$ cat src/rtl/cave_mem_pkg.sv
// cave_mem_pkg: shared types and defaults for the cave memory read-port path.
package cave_mem_pkg;
  localparam int ADDR_W = 20;
  localparam int DATA_W = 16;
  typedef enum logic [1:0] {IDLE, REQ, WAIT} state_e;
  typedef struct packed {
    logic              rd;
    logic [ADDR_W-1:0] addr;
    logic [DATA_W-1:0] dout;
    logic              wait_n;
    logic              valid;
  } rd_port_t;
endpackage

$ cat src/rtl/rr_priority_picker.sv
// rr_priority_picker: round-robin find-first starting one past the last winner.
module rr_priority_picker #(
  parameter int N  = 3,
  parameter int IW = $clog2(N)
) (
  input  logic [N-1:0]  req_i,
  input  logic [IW-1:0] last_i,
  output logic [IW-1:0] idx_o,
  output logic          any_o
);
  always_comb begin
    idx_o = '0;
    any_o = 1'b0;
    for (int k = N; k >= 1; k--)
      if (req_i[(int'(last_i) + k) % N]) begin
        idx_o = IW'((int'(last_i) + k) % N);
        any_o = 1'b1;
      end
  end
endmodule

$ cat src/rtl/read_port_arbiter.sv
// read_port_arbiter: round-robin share of one handshake read port, one read in flight,
// with a watchdog that abandons reads whose data never arrives.
module read_port_arbiter
  import cave_mem_pkg::*;
#(
  parameter int NUM_REQ    = 3,
  parameter int ADDR_WIDTH = ADDR_W,
  parameter int DATA_WIDTH = DATA_W,
  parameter int TIMEOUT    = 255
) (
  input  logic                          io_targetClock,
  input  logic                          reset,
  input  logic [NUM_REQ-1:0]            io_in_rd,
  input  logic [NUM_REQ*ADDR_WIDTH-1:0] io_in_addr,
  output logic [NUM_REQ-1:0]            io_in_wait_n,
  output logic [NUM_REQ-1:0]            io_in_valid,
  output logic [DATA_WIDTH-1:0]         io_in_dout,
  output logic                          io_out_rd,
  output logic [ADDR_WIDTH-1:0]         io_out_addr,
  input  logic [DATA_WIDTH-1:0]         io_out_dout,
  input  logic                          io_out_wait_n,
  input  logic                          io_out_valid,
  output logic [NUM_REQ-1:0]            io_grant,
  output logic                          io_timeout
);
  localparam int IW = $clog2(NUM_REQ);
  localparam int CW = $clog2(TIMEOUT + 1);
  state_e                state_q, state_d;
  logic [IW-1:0]         owner_q, owner_d, last_q, last_d, pick;
  logic [ADDR_WIDTH-1:0] addr_q, addr_d;
  logic [CW-1:0]         cnt_q, cnt_d;
  logic                  any, done, expire;
  logic [NUM_REQ-1:0]    oh;

  rr_priority_picker #(.N(NUM_REQ), .IW(IW)) u_pick (
    .req_i (io_in_rd),
    .last_i(last_q),
    .idx_o (pick),
    .any_o (any)
  );

  assign oh     = NUM_REQ'(1) << owner_q;
  assign done   = (state_q == REQ && io_out_wait_n && io_out_valid) || (state_q == WAIT && io_out_valid);
  assign expire = state_q == WAIT && !io_out_valid && cnt_q == CW'(TIMEOUT - 1);

  always_ff @(posedge io_targetClock) begin
    if (reset) begin
      state_q <= IDLE;
      owner_q <= '0;
      last_q  <= IW'(NUM_REQ - 1);
      addr_q  <= '0;
      cnt_q   <= '0;
    end else begin
      state_q <= state_d;
      owner_q <= owner_d;
      last_q  <= last_d;
      addr_q  <= addr_d;
      cnt_q   <= cnt_d;
    end
  end

  always_comb begin
    state_d = state_q;
    owner_d = owner_q;
    addr_d  = addr_q;
    cnt_d   = cnt_q;
    last_d  = (done || expire) ? owner_q : last_q;
    case (state_q)
      IDLE: if (any) begin
        state_d = REQ;
        owner_d = pick;
        addr_d  = io_in_addr[int'(pick)*ADDR_WIDTH +: ADDR_WIDTH];
      end
      REQ: if (io_out_wait_n) begin
        state_d = io_out_valid ? IDLE : WAIT;
        cnt_d   = '0;
      end
      WAIT: begin
        state_d = (io_out_valid || expire) ? IDLE : WAIT;
        cnt_d   = cnt_q + 1'b1;
      end
      default: state_d = IDLE;
    endcase
  end

  always_comb begin
    io_out_rd    = state_q == REQ;
    io_out_addr  = addr_q;
    io_grant     = state_q == IDLE ? '0 : oh;
    io_in_wait_n = (state_q == REQ && io_out_wait_n) ? oh : '0;
    io_in_valid  = done ? oh : '0;
    io_timeout   = expire;
    io_in_dout   = io_out_dout;
  end
endmodule

$ cat config.mk
export PLATFORM = sky130hd
export DESIGN_NAME = read_port_arbiter
export DESIGN_NICKNAME = d
export VERILOG_FILES = /design/src/rtl/cave_mem_pkg.sv /design/src/rtl/rr_priority_picker.sv /design/src/rtl/read_port_arbiter.sv
export SDC_FILE = /design/constraint.sdc
export NUM_CORES = 1
export LEC_CHECK = 0
export ABC_AREA = 1
export BUFFER_PORTS_ARGS = -buffer_cell sky130_fd_sc_hd__buf_2
export CAP_MARGIN = 30
export CORE_MARGIN = 10
export CORE_UTILIZATION = 49
export DETAILED_ROUTE_END_ITERATION = 6
export GPL_TIMING_DRIVEN = 0
export PLACE_DENSITY = 0.86
export SYNTH_ARGS = -nofsm -noshare
export SYNTH_HDL_FRONTEND = slang
export SYNTH_SLANG_ARGS = --single-unit
$ cat constraint.sdc
create_clock -name io_targetClock -period 4.1 [get_ports io_targetClock]
set_clock_uncertainty 0.05 [all_clocks]
set_input_delay 0.205 -clock io_targetClock [delete_from_list [all_inputs] [get_ports io_targetClock]]
set_output_delay 0.205 -clock io_targetClock [all_outputs]
set_load 0.02 [all_outputs]
# Yosys cells after proc, flatten, opt, wreduce, memory -nomap -nowiden
# Index checks and enable logic that the tools add are counted.
[word_totals] register_bits=34 in_bits=83 out_inout_bits=47 wordCells=62
[op_classes] n_addsub=4 multipliers=1 div_mod_pow=3 n_lt_le_gt_ge=3 eq_ne=5 n_shift=2 mux=25 n_reduce_logical=14
[ops] op="32-bit by 4-bit < comparator with 1-bit output (second input constant)" count=3
[ops] op="32-bit by 3-bit remainder unit with 32-bit output (second input constant)" count=3
[ops] op="60-bit by 8-bit variable part select with 20-bit output" count=1
[ops] op="8-bit case mux with 2 select lines" count=1
[ops] op="2-bit two-way mux" count=7
[ops] op="1-bit two-way mux" count=9
[ops] op="3-bit two-way mux" count=3
[ops] op="8-bit by 1-bit adder with 8-bit output (second input constant)" count=1
[ops] op="8-bit == test (second input constant)" count=1
[ops] op="8-bit two-way mux" count=1
[ops] op="2-bit by 2-bit adder with 3-bit output (second input constant)" count=2
[ops] op="1-bit binary-select mux with 2-bit select" count=3
[ops] op="2-bit case mux with 3 select lines" count=1
[ops] op="2-bit AND reduction" count=3
[ops] op="1-bit logical AND" count=5
[ops] op="2-bit by 3-bit multiplier with 5-bit output (second input constant)" count=1
[ops] op="2-bit by 1-bit adder with 3-bit output (second input constant)" count=1
[ops] op="1-bit logical OR" count=3
[ops] op="1-bit by 2-bit left shift with 3-bit output (first input constant)" count=1
[ops] op="2-bit by 1-bit == test with 1-bit output (second input constant)" count=1
[ops] op="2-bit == test (second input constant)" count=1
[ops] op="2-bit logical NOT" count=1
[ops] op="2-bit by 1-bit inequality test with 1-bit output (second input constant)" count=1
[ops] op="2-bit inequality test (second input constant)" count=1
[ops] op="2 further kinds" count=2

# Logic depth before layout (Yosys ltp)
# Gate-level depths: netlist (run 1).
[depth] word_depth=10 depth_mapped=14 depth_no_buf=13

# Hierarchy
# Synthesis (run 1) repeated with hierarchy kept, for this count alone.
[unflattened] hier_cells=349 hier_area_um2=2408.6
[modules_own_cells] mod="read_port_arbiter" instances=1 cells_per_inst=308 area_each_um2=2190.9 seq_area_each_um2=680.7
[modules_own_cells] mod="rr_priority_picker" instances=1 cells_per_inst=41 area_each_um2=217.7 seq_area_each_um2=0.0

# Worst setup path before layout (run 1)
# No wires, ideal clock.
[synth_path] path_type="register -> register" startpoint="reg last_q[0]" endpoint="reg addr_q[17] (netlist: io_out_addr[17])" setup_time_ps=132 arrival_ps=1668 required_time_ps=3918 setup_slack_ps=2250 path_stages_with_launch=12 n_path_buf=1 synth_period_minus_slack_ps=1850 cell_sequence="dfxtp_1 -> inv_1 -> ha_1 -> o21ai_0 -> nand2_2 -> nand3_2 -> nand2_2 -> inv_2 -> buf_2 -> nor2_1 -> nor2_1 -> a21oi_1"
[synth_between] elab_chain_cells=10 word_cells_on_any_way=24 cone_classes="add/sub: 3; mul: 1; div: 3; shift: 1; mux: 15; reduce/logical: 1"
[synth_rtl] element="start, declared" line_no="read_port_arbiter.sv:29" rtl="logic [IW-1:0] owner_q, owner_d, last_q, last_d, pick;"
[synth_rtl] element="start signal, assigned" line_no="read_port_arbiter.sv:50" rtl="last_q <= IW'(NUM_REQ - 1);"
[synth_rtl] element="start signal, assigned" line_no="read_port_arbiter.sv:56" rtl="last_q <= last_d;"
[synth_rtl] element="2-bit by 2-bit adder with 3-bit output" line_no="rr_priority_picker.sv:15, rr_priority_picker.sv:16"
[synth_rtl] element="32-bit by 3-bit remainder unit with 32-bit output" line_no="rr_priority_picker.sv:15, rr_priority_picker.sv:16"
[synth_rtl] element="1-bit binary-select mux with 2-bit select" line_no="rr_priority_picker.sv:15" rtl="if (req_i[(int'(last_i) + k) % N]) begin"
[synth_rtl] element="1-bit two-way mux (implied by the code) (2 in series)" line_no="rr_priority_picker.sv:15"
[synth_rtl] element="2-bit two-way mux (3 in series)" line_no="rr_priority_picker.sv:15"
[synth_rtl] element="2-bit by 3-bit multiplier with 5-bit output" line_no="read_port_arbiter.sv:72" rtl="addr_d = io_in_addr[int'(pick)*ADDR_WIDTH +: ADDR_WIDTH];"
[synth_rtl] element="60-bit by 8-bit variable part select with 20-bit output" line_no="read_port_arbiter.sv:72"
[synth_rtl] element="end signal, assigned" line_no="read_port_arbiter.sv:57" rtl="addr_q <= addr_d;"
[synth_rtl] element="end, declared" line_no="read_port_arbiter.sv:30" rtl="logic [ADDR_WIDTH-1:0] addr_q, addr_d;"
# Several ways; a longest one is shown, not always the timed one. The select of a mux whose other input is x is not followed.
# A chain may end at the register's enable or synchronous reset.

# Final worst setup path (run 1)
[layout_path] startpoint="reg last_q[0]" endpoint="reg addr_q[18] (netlist: io_out_addr[18])"
# Same word-level chain as after synthesis.

==> results of run 1 <==
area by class of cell:
class	instances	area, um2
Fill cell	454	1590
Multi-Input combinational cell	266	1260
Sequential cell	34	681
Timing Repair Buffer	113	566
Inverter	83	312
Buffer	32	203
Tap cell	67	83.8
Clock buffer	6	82.6
Clock inverter	2	12.5
flip-flops by register name (all words and copies together), names as in the netlist:
signal / cells
cnt_q: 8
io_out_addr: 20
last_q: 2
owner_q: 2
state_q: 2
where the power goes:
group / total, uW / internal, uW / switching, uW
registers: 430 / 397 / 33.8
clock network: 262 / 135 / 127
logic: 722 / 245 / 477
final timing paths:
check | from | endpoint | slack, ns | cells after the start
max | last_q[0] | io_out_addr[18] | 1.96 | 11
min | io_out_valid | state_q[1] | 0.06 | 2
max reg2reg | last_q[0] | io_out_addr[18] | 1.96 | 11
min reg2reg | cnt_q[7] | cnt_q[7] | 0.42 | 2
synthesized netlist by cell type (all sizes together):
library cell / count / share of area
nand2: 109 / 0.17
inv: 83 / 0.13
nand3: 52 / 0.11
dfxtp: 34 / 0.28
a21oi: 31 / 0.063
o21ai: 29 / 0.059
buf: 27 / 0.074
nor2: 27 / 0.051
ha: 6 / 0.031
clkbuf: 5 / 0.0087
nor3: 5 / 0.010
a211oi: 2 / 0.0061
a221oi: 1 / 0.0036
nand3b: 1 / 0.0031
nor3b: 1 / 0.0031
o211ai: 1 / 0.0031
or2: 1 / 0.0026
kinds of logic after synthesis:
kind of cell / after synthesis / share of synthesized area
adders and majority gates: 6 / 0.0306
DFF: 34 / 0.277
AOI/OAI and AO/OA: 64 / 0.135
buffers and inverters: 115 / 0.209
and+or+nand+nor: 196 / 0.348
per-stage QoR:
| step | utilization | area (um2) |
|---|---|---|
| after global routing | 0.668 | 3200 |
| after floorplan | - | 2450 |
| after global placement | 0.649 | 3100 |
| after CTS | 0.668 | 3200 |
| final | 0.668 | 3200 |
| after detailed placement | 0.649 | 3100 |
metal layers:
layer | wire length [um] | global-route usage
met1 | 3470 | 0.220
met3 | 760 | 0.0615
met5 | 0 | 0
met4 | 110 | 0.0548
met2 | 3680 | 0.315
==> qor.yml, run 1 <==
global_routing:
  grt_pass1_vias: 2859
  grt_antenna_before_repair: 0
  grt_usage: 0.187
  grt-ovfl-total: 0
  grt_pass1_wl_um: 13100
  grt_max_degree: 12
critical_path:
  required_ns: 4.20
  worstSetupPathType: "reg2reg"
  critPathBufInv: 3
  crit_path_end_kind: "flop"
  path_cells: "inv_1 > ha_1 > o21ai_0 > nand2_2 > nand3_2 > nand2_2 > inv_2 > buf_2 > nor2_1 > nor2_1 > a21oi_1"
  start_kind: "flop"
  critPathArrivalTime_ns: 2.25
  critPathMaxStageDelay_ns: 0.39
  cp_max_fo: 10
  cpMaxStageDelayCell: "dfxtp_1"
  crit_family: "simple AND/OR/NAND/NOR gates"
hold_path:
  hold_path.class: "in2reg"
routing:
  detail_route.first_pass.iterations: 4
  first_iter_violations: 191
  wire_per_inst_um: 13.3
  vias: 2946
  ant_nets: 0
  post-route-drc-count: 0
  viasPerCell: 4.89
  routed_wl_um: 8020
floorplan:
  start_util: 0.513
  rows: 25
  die-width_um: 90.8
  die_area_um2: 8240
  ios: 130
  core_um2: 4790
  fp.dieH_um: 90.8
timing:
  max_freq_mhz: 466
  worst_slew_pin_slew_ns: 0.512
  rsz0062_at_grt: "false"
  fin_ws_ns: 1.96
  hold_ws_ns: 0.0568
  fin_crit_ns: 2.14
  min_period_over_period: 0.523
  tns_ns: 0
  slew_viol_final: 0
  finalHoldViolations: 0
  max-slew-margin-rel: 0.658
  setup_viol: 0
clock_tree:
  cts.sinks: 34
  h-tree-depth: 2
  holdBufCountCts: 0
  cts_repair_resize_count: 0
  cts_tree: "yes"
  clock_path_buffers: 2
  cts_buffers: 5
  clock_latency_ns: 0.29
  clkSlewWorstSetupHoldPaths_ns: 0.07
  post_cts_buffers: 0
  cts_root_buf: "clkbuf_8"
finish:
  final_cell_mix: "buf_2 (123), nand2_1 (106), inv_1 (78)"
  final_common_cell: "buf_2"
  drive_gt1_frac: 0.302
  fin_cells: 603
  areaGrowthSynthToFinish_pct: 30.3
  fin_nets: 624
  antenna_cells: 0
logic_synthesis:
  ys_seq_elements: 34
  yosysSeqAreaShare: 0.277
  syn_nets: 504
  synth_cell_types: 26
  ys_warn_count: 0
  avgSynthCellArea_um2: 5.92
  synthesis.area_um2: 2450
  synthCells: 415
power_and_ir_drop:
  p_leak_uw: 0.00190
  vdd_drop_max_uv: 309
  power.density_nw_per_um2: 442
  p_total_uw: 1410
place:
  gp_congestion: 0.862
  port_buffers: 113
  placed_cells: 595
  place_hpwl_um: 6410
  pre_cts_slack_ns: 1.99
job:
  cap_viol_max_count: 0
outcome:
  status: "finished clean"
No activity file was read; power rests on OpenSTA's default activity.
==> run 2, diff against run 1 <==
ABC_AREA = 0   (was 1)
CORE_UTILIZATION = 42   (was 49)
PLACE_DENSITY = 0.78   (was 0.86)
clock period = 1.8 ns   (was 4.1 ns; I/O delays follow)
==> run 2 against run 1 <==
Effect of this change:
- the run now ends with negative setup slack left
- setup slack got worse by 2.5 ns
- combinational power is 120% higher
- final area increased by 33%
- non-clock buffer count rose by 28
- flip-flop and latch count did not move
- largest cell class unchanged
- largest power group unchanged
==> qor.yml, run 2 <==
clock_tree:
  h-tree-depth: 2  # unchanged
  cts.sinks: 34  # unchanged
  clkSlewWorstSetupHoldPaths_ns: 0.09  # +0.02 ns
  clock_latency_ns: 0.31  # +0.02 ns
  clock_path_buffers: 2  # unchanged
  cts_tree: "yes"
  cts_buffers: 5  # unchanged
  cts_root_buf: "clkbuf_8"
hold_path:
  hold_path.class: "in2reg"
place:
  port_buffers: 113  # unchanged
  gp_congestion: 0.865  # +0.37%
  place_hpwl_um: 6940  # +8.2%
logic_synthesis:
  yosys-top-cells-area: "dfxtp_1 (27%), a311oi_1 (8.0%), a2111oi_0 (6.9%), o221ai_1 (6.9%), nand3b_1 (6.2%)"
  yosysSeqAreaShare: 0.269  # -0.00823
  synth_edf_count: 0  # unchanged
  synth_ff_type: "dfxtp_1"
  avgSynthCellArea_um2: 7.71  # +30%
  ys_seq_elements: 34  # unchanged
  synthTopCellsByCount: "nor2_1 (42), dfxtp_1 (34), nand2_1 (31), inv_1 (24)"
  yosysMostFrequentCell: "nor2_1"
  async_reset_ff_frac: 0  # unchanged
  synth_top_area_share: 0.269  # -0.00823
  yosys.area.top_type: "dfxtp_1"
  synthCells: 328  # -21%
  synthesis.area_um2: 2530  # +3.1%
  synth_cell_types: 39  # +50%
  ys_warn_count: 0  # unchanged
  syn_nets: 417  # -17%
finish:
  antenna_cells: 0  # unchanged
  utilization: 0.722  # +0.0532
  fin_nets: 553  # -11%
  largest_register_ff_count: 20  # unchanged
  areaGrowthSynthToFinish_pct: 67.9
  final_common_cell: "buf_2"
  drive_gt1_frac: 0.571  # +0.269
  fill_cells: 401  # -12%
  final_cell_mix: "buf_2 (118), nor2_1 (41), dfxtp_1 (32)"
timing:
  slew_viol_final: 0  # unchanged
  min_period_over_period: 1.29  # +0.766
  tns_ns: -10.76  # -10.76 ns
  max-slew-margin-rel: 0.660  # +0.00120
  rsz0062_at_grt: "true"
  setup_viol: 23  # +23
  finalHoldViolations: 0  # unchanged
  max_freq_mhz: 431  # -7.6%
  fin_crit_ns: 2.32  # +0.177 ns
  worst_slew_pin_slew_ns: 0.510  # -0.00180 ns
  fin_ws_ns: -0.521  # -2.48 ns
routing:
  wire_per_inst_um: 22.2  # +67%
  first_iter_violations: 233  # +22%
  detail_route.first_pass.iterations: 4  # unchanged
  vias: 3360  # +14%
  ant_nets: 0  # unchanged
  viasPerCell: 6.23  # +28%
  routed_wl_um: 12000  # +49%
  post-route-drc-count: 0  # unchanged
global_routing:
  grt_pass1_vias: 3288  # +15%
  grt_pass1_wl_um: 16000  # +22%
  grt-ovfl-total: 0  # unchanged
  grt_usage: 0.199  # +0.0113
  grt_max_degree: 12  # unchanged
  grt_antenna_before_repair: 0  # unchanged
floorplan:
  start_util: 0.430  # -0.0831
  ios: 130  # unchanged
  die-width_um: 97.6  # +7.5%
  die_area_um2: 9530  # +16%
  rows: 28  # +12%
  fp.dieH_um: 97.6  # +7.5%
  core_um2: 5890  # +23%
outcome:
  violations: "negative setup slack"
  status: "finished with violations"
critical_path:
  start_kind: "flop"
  worstSetupPathType: "reg2reg"
  crit_path_end_kind: "flop"
  cp_max_fo: 10  # unchanged
  critPathArrivalTime_ns: 2.45  # +0.20 ns
  required_ns: 1.93  # -2.27 ns
power_and_ir_drop:
  power.density_nw_per_um2: 732  # +66%
  p_leak_uw: 0.00175  # -7.4%
  vdd_drop_max_uv: 460  # +49%
job:
  cap_viol_max_count: 0  # unchanged
-- run 2: cells by family (layout without fill, tap and decap cells) --
kind of cell,Yosys count,in the layout,share of synthesized area
and+or+nand+nor,124,124,0.244
AOI/OAI and AO/OA,88,88,0.297
buffers and inverters,68,204,0.127
DFF,34,34,0.269
muxes,8,8,0.0336
adders and majority gates,6,6,0.0297
-- run 2: layer usage --
| metal | up-vias | GRT usage | routed length, um |
|---|---|---|---|
| li1 | 1489 | - | - |
| met5 | - | 0 | 0 |
| met1 | 1591 | 0.216 | 4260 |
| met2 | 233 | 0.342 | 5940 |
| met4 | 0 | 0.0671 | 472 |
| met3 | 47 | 0.0782 | 1310 |
-- run 2: final timing paths --
check,from,to,slack (ns),depth (start not counted)
worst min register to register,io_out_addr[13],io_out_addr[13],0.45,2
worst min-delay path,io_in_addr[41],io_out_addr[1],0.03,3
worst max-delay path,last_q[1],io_out_addr[16],-0.52,8
worst max register to register,last_q[1],io_out_addr[16],-0.52,8
-- run 2: area by class of cell --
type	instances	area, um2	share of cell area
Tap cell	75	93.8	0.0221
Multi-Input combinational cell	226	2160	0.509
Timing Repair Buffer	132	774	0.182
Sequential cell	34	688	0.162
Inverter	24	92.6	0.0218
Clock buffer	7	86.3	0.0203
Buffer	41	349	0.0822
-- run 2: critical path, cell delays in order, from the launching register on --
cell	delay [ns]
dfxtp_4	0.38
inv_4	0.04
ha_4	0.17
mux2_4	0.32
a21o_4	0.23
a211o_1	0.34
buf_8	0.18
a311oi_2	0.31
o221ai_2	0.16
-- run 2: repair_timing --
action	CTS	global route
gates cloned	3	2
pin swaps	10	38
endpoints found under the hold margin	1	0
setup endpoints to repair	26	26
gates resized for setup	81	110
buffers inserted	12	2
hold buffers	1	0
-- run 2: through the flow --
step | power, uW | std cells | cell area (um2) | hold WS, ns | worst slack (ns)
floorplan | 1560 | 328 | 2590 | 0.118 | -0.396
global placement | 1880 | 516 | 3250 | 0.279 | -0.737
detailed placement | 1900 | 516 | 3250 | 0.280 | -0.761
global route | 3220 | 539 | 4250 | 0.0354 | -0.569
finish | 3110 | 539 | 4250 | 0.0302 | -0.521
CTS | 2760 | 536 | 3760 | 0.0282 | -0.478
-- run 2: report_power, final --
group / leakage (uW) / switching, uW / internal [uW] / total, uW
clock network: 0.0000443 / 308 / 304 / 612
registers: 0.000279 / 67.5 / 843 / 911
logic: 0.00143 / 904 / 682 / 1590
total: 0.00175 / 1280 / 1830 / 3110
==> run 3, diff against run 2 <==
SKIP_LAST_GASP = 1   (was not set)
==> run 3 against run 2 <==
Effect of this change:
- the run still ends with negative setup slack left
- final area is 0.97% lower
- highest routed layer unchanged
- sequential power fell by 0.5%
- critical path type unchanged
- total power is 1.6% lower
- flip-flop and latch count unchanged
- setup slack gained 0.014 ns
- routed wire length down 6.6%
- critical path depth stayed put
- worst hold slack better by 0.0042 ns
- die area stayed put
- combinational power shrank 3%
- non-clock buffer count shrank 3
- first-iteration DRC count is 2.6% lower
==> qor.yml, run 3 (synthesis results as in run 2) <==
global_routing:
  grt-ovfl-total: 0  # unchanged
  grt_usage: 0.195  # -0.00402
  grt_pass1_vias: 3257  # -0.94%
  grt_pass1_wl_um: 15700  # -2.3%
  grt_antenna_before_repair: 0  # unchanged
  grt_max_degree: 12  # unchanged
finish:
  fin_nets: 550  # -0.54%
  design_area_um2: 4210  # -0.97%
  final_cell_mix: "buf_2 (116), nor2_1 (41), dfxtp_1 (32)"
  final_common_cell: "buf_2"
  antenna_cells: 0  # unchanged
  drive_gt1_frac: 0.568  # -0.00279
  largest_register_ff_count: 20  # unchanged
  areaGrowthSynthToFinish_pct: 66.3
floorplan:
  die_area_um2: 9530  # unchanged
  ios: 130  # unchanged
  fp.dieH_um: 97.6  # unchanged
  start_util: 0.430  # unchanged
  die-width_um: 97.6  # unchanged
  rows: 28  # unchanged
  core_um2: 5890  # unchanged
routing:
  met1_length_um: 3970  # -6.9%
  vias: 3277  # -2.5%
  ant_nets: 0  # unchanged
  routed_wl_um: 11200  # -6.6%
  first_iter_violations: 227  # -2.6%
  routed.top_layer: "met4"
  detail_route.first_pass.iterations: 5  # +1
  viasPerCell: 6.11  # -1.9%
  wl_met3_um: 1220  # -7.0%
  met2_length_um: 5710  # -3.9%
  wire_per_inst_um: 20.9  # -6.1%
  post-route-drc-count: 0  # unchanged
critical_path:
  worstSetupPathType: "reg2reg"
  reg2reg_from: "last_q[1]"
  critPathArrivalTime_ns: 2.49  # +0.04 ns
  start_kind: "flop"
  required_ns: 1.98  # +0.05 ns
  rr_worst_depth: 8  # unchanged
  cp-startpoint: "last_q[1]"
  reg2reg_slack_ns: -0.51  # about the same
  r2r_end: "io_out_addr[1]"
  crit_path_end_kind: "flop"
  cp_max_fo: 10  # unchanged
clock_tree:
  clock_latency_ns: 0.30  # about the same
  cts_root_buf: "clkbuf_8"
  h-tree-depth: 2  # unchanged
  cts.sinks: 34  # unchanged
  cts_tree: "yes"
  cts_buffers: 5  # unchanged
  clkSlewWorstSetupHoldPaths_ns: 0.08  # about the same
  clock_path_buffers: 2  # unchanged
hold_path:
  hold_path_startpoint: "io_in_addr[43]"
  whs_path_depth: 3  # unchanged
  hold_path.class: "in2reg"
  worstHoldEndpoint: "io_out_addr[3]"
place:
  placed_cell_area_um2: 3250  # unchanged
  port_buffers: 113  # unchanged
  gp_congestion: 0.865  # unchanged
  place_hpwl_um: 6940  # unchanged
  pre_cts_slack_ns: -0.761  # unchanged
timing:
  slew_viol_final: 0  # unchanged
  min_period_over_period: 1.28  # -0.00795
  fin_ws_ns: -0.507  # +0.0143 ns
  tns_ns: -10.69  # +0.0759 ns
  fin_crit_ns: 2.31  # -0.0143 ns
  setup_viol: 23  # unchanged
  finalHoldViolations: 0  # unchanged
  rsz0062_at_grt: "true"
  max-slew-margin-rel: 0.652  # -0.00736
  max_freq_mhz: 433  # +0.62%
  worst_slew_pin_slew_ns: 0.522  # +0.0110 ns
power_and_ir_drop:
  power.density_nw_per_um2: 727  # -0.60%
  p_leak_uw: 0.00173  # -1.5%
  vdd_drop_max_uv: 465  # +1.0%
outcome:
  status: "finished with violations"
  violations: "negative setup slack"
job:
  cap_viol_max_count: 0  # unchanged
-- run 3: cell count changes in the layout (fill, tap and decap cells not counted), moves of 2 or more --
cell      change
buf_2         -2
clkbuf_4      +2
buf_6         -4
a311oi_1      -3
clkbuf_2      +2
a311oi_2      +4
-- run 3: critical path: stages (launching register included) --
cell,delay (ns)
dfxtp_4,0.38
inv_4,0.04
ha_4,0.17
mux2_4,0.32
a21o_4,0.23
buf_2,0.26
a2111oi_2,0.46
a311oi_2,0.11
o221ai_2,0.20
-- run 3: area by class of cell --
cell class | instances | area (um2)
Buffer | 41 | 340
Clock buffer | 7 | 86.3
Fill cell | 409 | 1680
Inverter | 24 | 92.6
Multi-Input combinational cell | 226 | 2160
Sequential cell | 34 | 688
Tap cell | 75 | 93.8
Timing Repair Buffer | 129 | 746
-- run 3: worst max path at each step --
stage	to	slack, ns
2_1_floorplan	io_out_addr[0]	-0.40
3_3_place_gp	io_out_addr[14]	-0.74
3_5_place_dp	io_out_addr[8]	-0.76
4_1_cts	io_out_addr[14]	-0.50
5_1_grt	io_out_addr[11]	-0.56
6_report	io_out_addr[1]	-0.51
-- run 3: per-layer routing --
| metal | track usage | vias to the layer above |
|---|---|---|
| li1 | - | 1484 |
| met1 | 0.211 | 1550 |
| met5 | 0 | - |
| met2 | 0.334 | 208 |
| met4 | 0.0615 | 0 |
| met3 | 0.0818 | 35 |
-- run 3: metrics by stage --
stage                     cells  hold WS [ns]   util  total power [uW]
after floorplan             328         0.118      -              1560
after global placement      516         0.279  0.553              1880
after detailed placement    516         0.280  0.553              1900
after CTS                   536        0.0282  0.634              2740
after global routing        536        0.0345  0.715              3180
final                       536        0.0344  0.715              3060
-- run 3: where the power goes --
part | switching, uW | leakage (uW) | internal, uW | total, uW
sequential | 63.5 | 0.000279 | 843 | 906
combinational | 878 | 0.00140 | 667 | 1550
clock | 304 | 0.0000443 | 304 | 608
total | 1250 | 0.00173 | 1810 | 3060
-- run 3: repair_timing --
| item | 4_1_cts | 5_1_grt |
|---|---|---|
| setup buffers | 12 | 0 |
| cloned | 3 | 1 |
| hold buffers | 1 | 0 |
| pin swaps | 10 | 37 |
| hold endpoints to repair | 1 | 0 |
| endpoints found under the setup margin | 26 | 26 |
| resized for setup | 74 | 108 |
